### src/rtl/spi_frame_rx.sv
// Receives MSB-first debug frames over a Mode-0 SPI link and snapshots the
// register/PC/stage fields into the clk domain.
module spi_frame_rx #(
    parameter int FRAME_BITS  = 40,
    parameter int TIMEOUT_CYC = 4096
) (
    input  logic       clk,
    input  logic       reset_n,
    input  logic       sclk,
    input  logic       mosi,
    input  logic       cs_n,
    output logic [7:0] a_val,
    output logic [7:0] b_val,
    output logic [7:0] acc_val,
    output logic [3:0] pc_val,
    output logic [2:0] state_val,
    output logic       frame_valid,
    output logic       frame_err,
    output logic       busy,
    output logic [7:0] frame_cnt
);

    localparam int CW = $clog2(FRAME_BITS + 1);
    localparam int TW = $clog2(TIMEOUT_CYC + 1);
    localparam logic [CW-1:0] BITS_FULL  = CW'(FRAME_BITS);
    localparam logic [TW-1:0] TIMER_LAST = TW'(TIMEOUT_CYC - 1);

    typedef enum logic [1:0] {IDLE, RECV, ABORT} state_t;

    logic [1:0] sclk_sync, mosi_sync, cs_sync;
    logic       sclk_prev, cs_prev;
    logic [1:0] settle;
    logic       sclk_rise, cs_fall, cs_rise, mosi_bit, cs_high;

    state_t                  state;
    logic [FRAME_BITS-1:0]   shreg;
    logic [CW-1:0]           bit_cnt, bit_next;
    logic [TW-1:0]           timer;
    logic                    load_pend;

    // Edge pulses are held off until the synchronizers carry real pin samples,
    // so a cs_n held low across reset never looks like a fresh falling edge.
    always_ff @(posedge clk or negedge reset_n) begin
        if (!reset_n) begin
            sclk_sync <= 2'b00;
            mosi_sync <= 2'b00;
            cs_sync   <= 2'b11;
            sclk_prev <= 1'b0;
            cs_prev   <= 1'b1;
            settle    <= 2'd0;
            sclk_rise <= 1'b0;
            cs_fall   <= 1'b0;
            cs_rise   <= 1'b0;
            mosi_bit  <= 1'b0;
            cs_high   <= 1'b1;
        end else begin
            sclk_sync <= {sclk_sync[0], sclk};
            mosi_sync <= {mosi_sync[0], mosi};
            cs_sync   <= {cs_sync[0], cs_n};
            sclk_prev <= sclk_sync[1];
            cs_prev   <= cs_sync[1];
            settle    <= (settle == 2'd3) ? settle : settle + 2'd1;
            sclk_rise <= (settle == 2'd3) & sclk_sync[1] & ~sclk_prev;
            cs_fall   <= (settle == 2'd3) & ~cs_sync[1] & cs_prev;
            cs_rise   <= (settle == 2'd3) & cs_sync[1] & ~cs_prev;
            mosi_bit  <= mosi_sync[1];
            cs_high   <= cs_sync[1];
        end
    end

    // A same-cycle sclk edge is counted before the completeness check.
    always_comb begin
        bit_next = bit_cnt;
        if (sclk_rise && bit_cnt != BITS_FULL)
            bit_next = bit_cnt + 1'b1;
    end

    always_ff @(posedge clk or negedge reset_n) begin
        if (!reset_n) begin
            state       <= IDLE;
            shreg       <= '0;
            bit_cnt     <= '0;
            timer       <= '0;
            load_pend   <= 1'b0;
            a_val       <= 8'd0;
            b_val       <= 8'd0;
            acc_val     <= 8'd0;
            pc_val      <= 4'd0;
            state_val   <= 3'd0;
            frame_valid <= 1'b0;
            frame_err   <= 1'b0;
            busy        <= 1'b0;
            frame_cnt   <= 8'd0;
        end else begin
            frame_valid <= 1'b0;
            frame_err   <= 1'b0;
            load_pend   <= 1'b0;

            if (load_pend) begin
                a_val       <= shreg[39:32];
                b_val       <= shreg[31:24];
                acc_val     <= shreg[23:16];
                pc_val      <= shreg[11:8];
                state_val   <= shreg[2:0];
                frame_valid <= 1'b1;
                frame_cnt   <= frame_cnt + 8'd1;
            end

            case (state)
                IDLE: begin
                    if (cs_fall) begin
                        state   <= RECV;
                        busy    <= 1'b1;
                        shreg   <= '0;
                        bit_cnt <= '0;
                        timer   <= '0;
                    end
                end
                RECV: begin
                    if (sclk_rise)
                        shreg <= {shreg[FRAME_BITS-2:0], mosi_bit};
                    bit_cnt <= bit_next;
                    if (cs_rise) begin
                        state <= IDLE;
                        busy  <= 1'b0;
                        if (bit_next == BITS_FULL)
                            load_pend <= 1'b1;
                        else
                            frame_err <= 1'b1;
                    end else if (sclk_rise) begin
                        timer <= '0;
                    end else if (timer == TIMER_LAST) begin
                        state     <= ABORT;
                        frame_err <= 1'b1;
                    end else begin
                        timer <= timer + 1'b1;
                    end
                end
                ABORT: begin
                    if (cs_high) begin
                        state <= IDLE;
                        busy  <= 1'b0;
                    end
                end
                default: begin
                    state <= IDLE;
                    busy  <= 1'b0;
                end
            endcase
        end
    end

endmodule

### config.mk
export PLATFORM = sky130hd
export DESIGN_NAME = spi_frame_rx
export DESIGN_NICKNAME = d
export VERILOG_FILES = /design/src/rtl/spi_frame_rx.sv
export SDC_FILE = /design/constraint.sdc
export NUM_CORES = 1
export LEC_CHECK = 0
export CORE_MARGIN = 2
export CORE_UTILIZATION = 35
export CTS_CLUSTER_DIAMETER = 200
export DETAILED_ROUTE_END_ITERATION = 10
export DONT_BUFFER_PORTS = 1
export PLACE_DENSITY = 0.48
export SLEW_MARGIN = 20
export SYNTH_ARGS = -nofsm -noshare
export SYNTH_HDL_FRONTEND = slang
export SYNTH_SLANG_ARGS = --single-unit
### constraint.sdc
create_clock -name clk -period 4.9 [get_ports clk]
set_input_delay 1.225 -clock clk [delete_from_list [all_inputs] [get_ports clk]]
set_output_delay 1.225 -clock clk [all_outputs]
set_load 0.02 [all_outputs]
# Word level (Yosys, flattened, before mapping)
# Cells that the tools add are included.
[word_totals] output_inout_bits=42 memories=0 reg_bits=118 latchBits=0 mem_bits_rw=0 rom_bits=0 elab_cells=89 input_bits=5
[op_classes] reduce_logical=8 addsub=4 bitwise=9 div_mod_pow=0 n_eq_ne=14 multipliers=0 n_shift=0 muxes=30 magnitude_cmp=0
[op_table] op="two-way mux 40 bit" n=2
[op_table] op="case mux 40 bit (2 select lines)" n=1
[op_table] op="two-way mux 13 bit" n=4
[op_table] op="case mux 13 bit (2 select lines)" n=1
[op_table] op="adder 13 x 1 -> 13 bit, second input constant" n=1
[op_table] op="equality test 13 x 12 -> 1 bit, second input constant" n=1
[op_table] op="two-way mux 1 bit" n=12
[op_table] op="two-way mux 6 bit" n=2
[op_table] op="case mux 6 bit (2 select lines)" n=1
[op_table] op="two-way mux 2 bit" n=5
[op_table] op="!= test 2 bit, second input constant" n=5
[op_table] op="!= test 3 bit, second input constant" n=3
[op_table] op="adder 8 x 1 -> 8 bit, second input constant" n=1
[op_table] op="AND reduction 4 bit" n=2
[op_table] op="adder 6 x 1 -> 6 bit, second input constant" n=1
[op_table] op="bitwise AND 1 bit" n=6
[op_table] op="equality test 6 bit, second input constant" n=1
[op_table] op="!= test 6 bit, second input constant" n=1
[op_table] op="case mux 2 bit (3 select lines)" n=1
[op_table] op="AND reduction 3 bit" n=2
[op_table] op="equality test 2 bit, second input constant" n=2
[op_table] op="NOT 1 bit" n=3
[op_table] op="case mux 1 bit (3 select lines)" n=1
[op_table] op="adder 2 x 1 -> 2 bit, second input constant" n=1
[op_table] op="other kinds (5)" n=5

# Logic depth before layout (Yosys ltp)
[depth] word_depth=7 ltp_mapped=6 mapped_depth_nobuf=6

# Worst setup path before layout
# OpenSTA, ideal clock, no wires.
[synth_timing] kind="register to output" start="reg frame_cnt[2]" end="out frame_cnt[2]" path_slack_ns=3.196 n_path_buf=0 required_ns=3.675 arrival_time_ns=0.479 path_stages_with_launch=1 cell_sequence="dfrtp_1"
[synth_lines] item="from (decl)" line_no="20" text="output logic [7:0] frame_cnt"
[synth_lines] item="from (signal assigned)" line_no="106" text="frame_cnt <= frame_cnt + 8'd1;"
# No word-level cell between the ends.

# Worst setup path in the final report
[layout_timing] start="reg frame_cnt[2]" end="out frame_cnt[2]"
# No word-level cell between the ends.

==> results.json <==
{
  "worst_pin_slew_ps": 1056,
  "total_power_mw": 2.458,
  "grt_use_met2_pct": 19.73,
  "htreeDepth": 4,
  "fin_ws_ps": 2729,
  "dp_hpwl_microns": 5370,
  "path_max_fanout": 5,
  "post_cts_resized": 0,
  "wl_per_cell_microns": 16.26,
  "grt_antenna_before_repair": 0,
  "final_layout_size_suffix_gt1_share_pct": 19.48,
  "grt_pass1_vias": 2904,
  "synthAdderAreaFrac_pct": 1.310,
  "root_buffer": "clkbuf_16",
  "p_leak_nw": 2.564,
  "yosys_warnings": 0,
  "drc": 0,
  "ctsHoldBuffers": 0,
  "period_share_pct": 44.30,
  "yosys.area_share.simple_pct": 9.691,
  "irDropWorstVdd_mv": 0.2215,
  "cts_buffer_depth": 2,
  "start_kind": "flip-flop",
  "synth_top_area_share_pct": 60.24,
  "synth_mux_area_share_pct": 9.036,
  "diodes": 0,
  "fp.dieH_microns": 120.8,
  "hp-class": "flip-flop to flip-flop",
  "rsz0062_at_grt": "false",
  "grt_pass1_wl_microns": 15280,
  "final_core_util_pct": 41.66,
  "max_slew_margin_pct": 29.30,
  "syn_to_final_growth_pct": 15.95,
  "initialDrtViolationCount": 166,
  "firstDrtPassIters": 4,
  "outcome": "complete, no violations",
  "vias": 2941,
  "cts.clk_slew.worst_paths_ps": 50,
  "grtUsageMet1_pct": 17.67,
  "yosys-top-cells-area": "dfrtp_1 (60%), mux2_2 (7.8%), a22o_1 (7.3%), nand2_1 (2.0%), dfstp_2 (1.7%)",
  "stdcell_count": 561,
  "io_buffers": 0,
  "synth_edf_count": 0,
  "die_x_microns": 120.8,
  "synthXorXnorAreaFrac_pct": 1.650,
  "core_area_sq_um": 13300,
  "dp_cells": 529,
  "detailedPlace.worstSlack_ps": 2941,
  "globalRouteOverflowTotal": 0,
  "use_met3_pct": 5.094,
  "ant_nets": 0,
  "post_cts_buffers": 0,
  "place.gp.congestion": 0.8509,
  "finClkSkew_ps": 6.043,
  "power_density_nw_per_um2": 443.8,
  "clock_latency_ps": 420,
  "fillCellCount": 1242,
  "synth.largest_area_cell": "dfrtp_1",
  "fin_crit_ps": 2171,
  "die-area_sq_um": 14600,
  "ys.flop_type": "dfrtp_1",
  "grt.busiest_layer": "met2",
  "async_flop_share_pct": 100.0,
  "synth_compound_area_share_pct": 13.91,
  "worst-setup-path-type": "flip-flop to output port",
  "ios": 47,
  "slew_viol_final": 0,
  "synthCells": 373,
  "synth_fp_nets": 383,
  "grt_max_degree": 119,
  "syn_area_sq_um": 4777,
  "cap_violations": 0,
  "hold_violations": 0,
  "synth_top_family_by_area": "compound AO/OA/AOI/OAI gates",
  "setup_tns_ps": 0,
  "arrival_ps": 950,
  "synth_area_per_cell_sq_um": 12.81,
  "setup_viol": 0,
  "required_ps": 3670,
  "layout.nets": 382,
  "vias_per_cell": 5.242,
  "synth-seq-cells": 118,
  "fmax_mhz": 460.7,
  "rows": 42,
  "numCtsBuffers": 17,
  "synth_cell_types": 50,
  "start_util_pct": 35.93,
  "synth.yosys.seq_area_share_pct": 61.89,
  "routed_wl_microns": 9122,
  "grt.total_usage_pct": 13.68,
  "cts_tree": "built",
  "critPathCaptureType": "output port",
  "clock-sinks": 118
}
## metrics by stage
stage	instance area, sq um	hold slack, ps
floorplan	4777	331.2
global placement	4927	334.6
detailed placement	4927	338.1
CTS	5539	350.6
global route	5539	355.9
finish	5539	348.7
## sequential cells by signal, summed over array words and instances, names as in the netlist, 2 cells and up
signal and cells:
a_val 8, acc_val 8, b_val 8, bit_cnt 6, cs_sync 2, frame_cnt 8
mosi_sync 2, pc_val 4, sclk_sync 2, settle 2, shreg 40, state 2
state_val 3, timer 13
## worst paths after layout
path	startpoint	to	slack, ps	cells past startpoint
max	frame_cnt[2]$_DFFE_PN0P_	frame_cnt[2]	2730	0
min	mosi_sync[1]$_DFF_PN0_	mosi_bit$_DFF_PN0_	350	0
max reg2reg	state[1]$_DFFE_PN0P_	timer[2]$_DFFE_PN0P_	2950	4
min reg2reg	mosi_sync[1]$_DFF_PN0_	mosi_bit$_DFF_PN0_	350	0
max in group asynchronous	reset_n	cs_sync[0]$_DFF_PN1_	4210	0
min in group asynchronous	reset_n	settle[1]$_DFFE_PN0P_	510	0
## per-layer routing
metal	up-vias	wire, microns
li1	1373	-
met3	16	446
met1	1505	4313
met5	-	0
met4	0	192
met2	47	4169
## cells in the final DEF, fill, tap and decap left out, drive strengths merged, types with 2 or more instances in the layout
cell,count
a31oi,3
xor2,4
nor2b,3
xnor2,5
ha,5
nor2,16
nand2b,4
clkinv,3
o211ai,2
nor3,7
nand3,6
dfrtp,115
bufinv,3
a41oi,2
a32o,2
nand2,25
and2,2
a22o,40
nand4,7
clkinvlp,2
mux2i,6
o311ai,5
inv,8
a21oi,5
dfstp,3
o21ai,13
o31ai,4
nor4,4
and3,7
mux2,33
clkbuf,24
## cell usage after synthesis, drive strengths merged, types with 6 or more instances
master,number
nor2,16
dfrtp,115
nand4,7
nor3,7
mux2i,6
mux2,33
o21ai,13
and3,7
nand3,6
a22o,40
clkbuf,13
buf,8
inv,8
nand2,25
## cells by family (layout without fill, tap and decap cells)
| kind of cell | Yosys count | after routing |
|---|---|---|
| AOI/OAI and AO/OA | 85 | 85 |
| buffers and inverters | 29 | 41 |
| xor gates and xnor gates | 9 | 9 |
| adders and majority gates | 5 | 5 |
| muxes | 39 | 39 |
| and+or+nand+nor | 88 | 88 |
| DFF | 118 | 118 |
## area by class of cell
cell class              count  area [sq um]  area share [%]
flip-flops and latches    118          2958           53.40
multi-input cells         226          1712           30.90
clock buffers              24         491.7           8.877
well taps                 176         220.2           3.976
clock inverters             8         120.1           2.169
inverters                   8         30.03          0.5421
repair buffers              1         7.507          0.1355
## power by group
| part | total, mW | switching (mW) | leakage (nW) | internal (mW) |
|---|---|---|---|---|
| registers | 1.05 | 0.0402 | 1.60 | 1.01 |
| logic | 0.138 | 0.0866 | 0.669 | 0.0513 |
| clock network | 1.27 | 0.424 | 0.296 | 0.850 |
| total | 2.46 | 0.551 | 2.56 | 1.91 |
(Power assumes the default switching activity.)
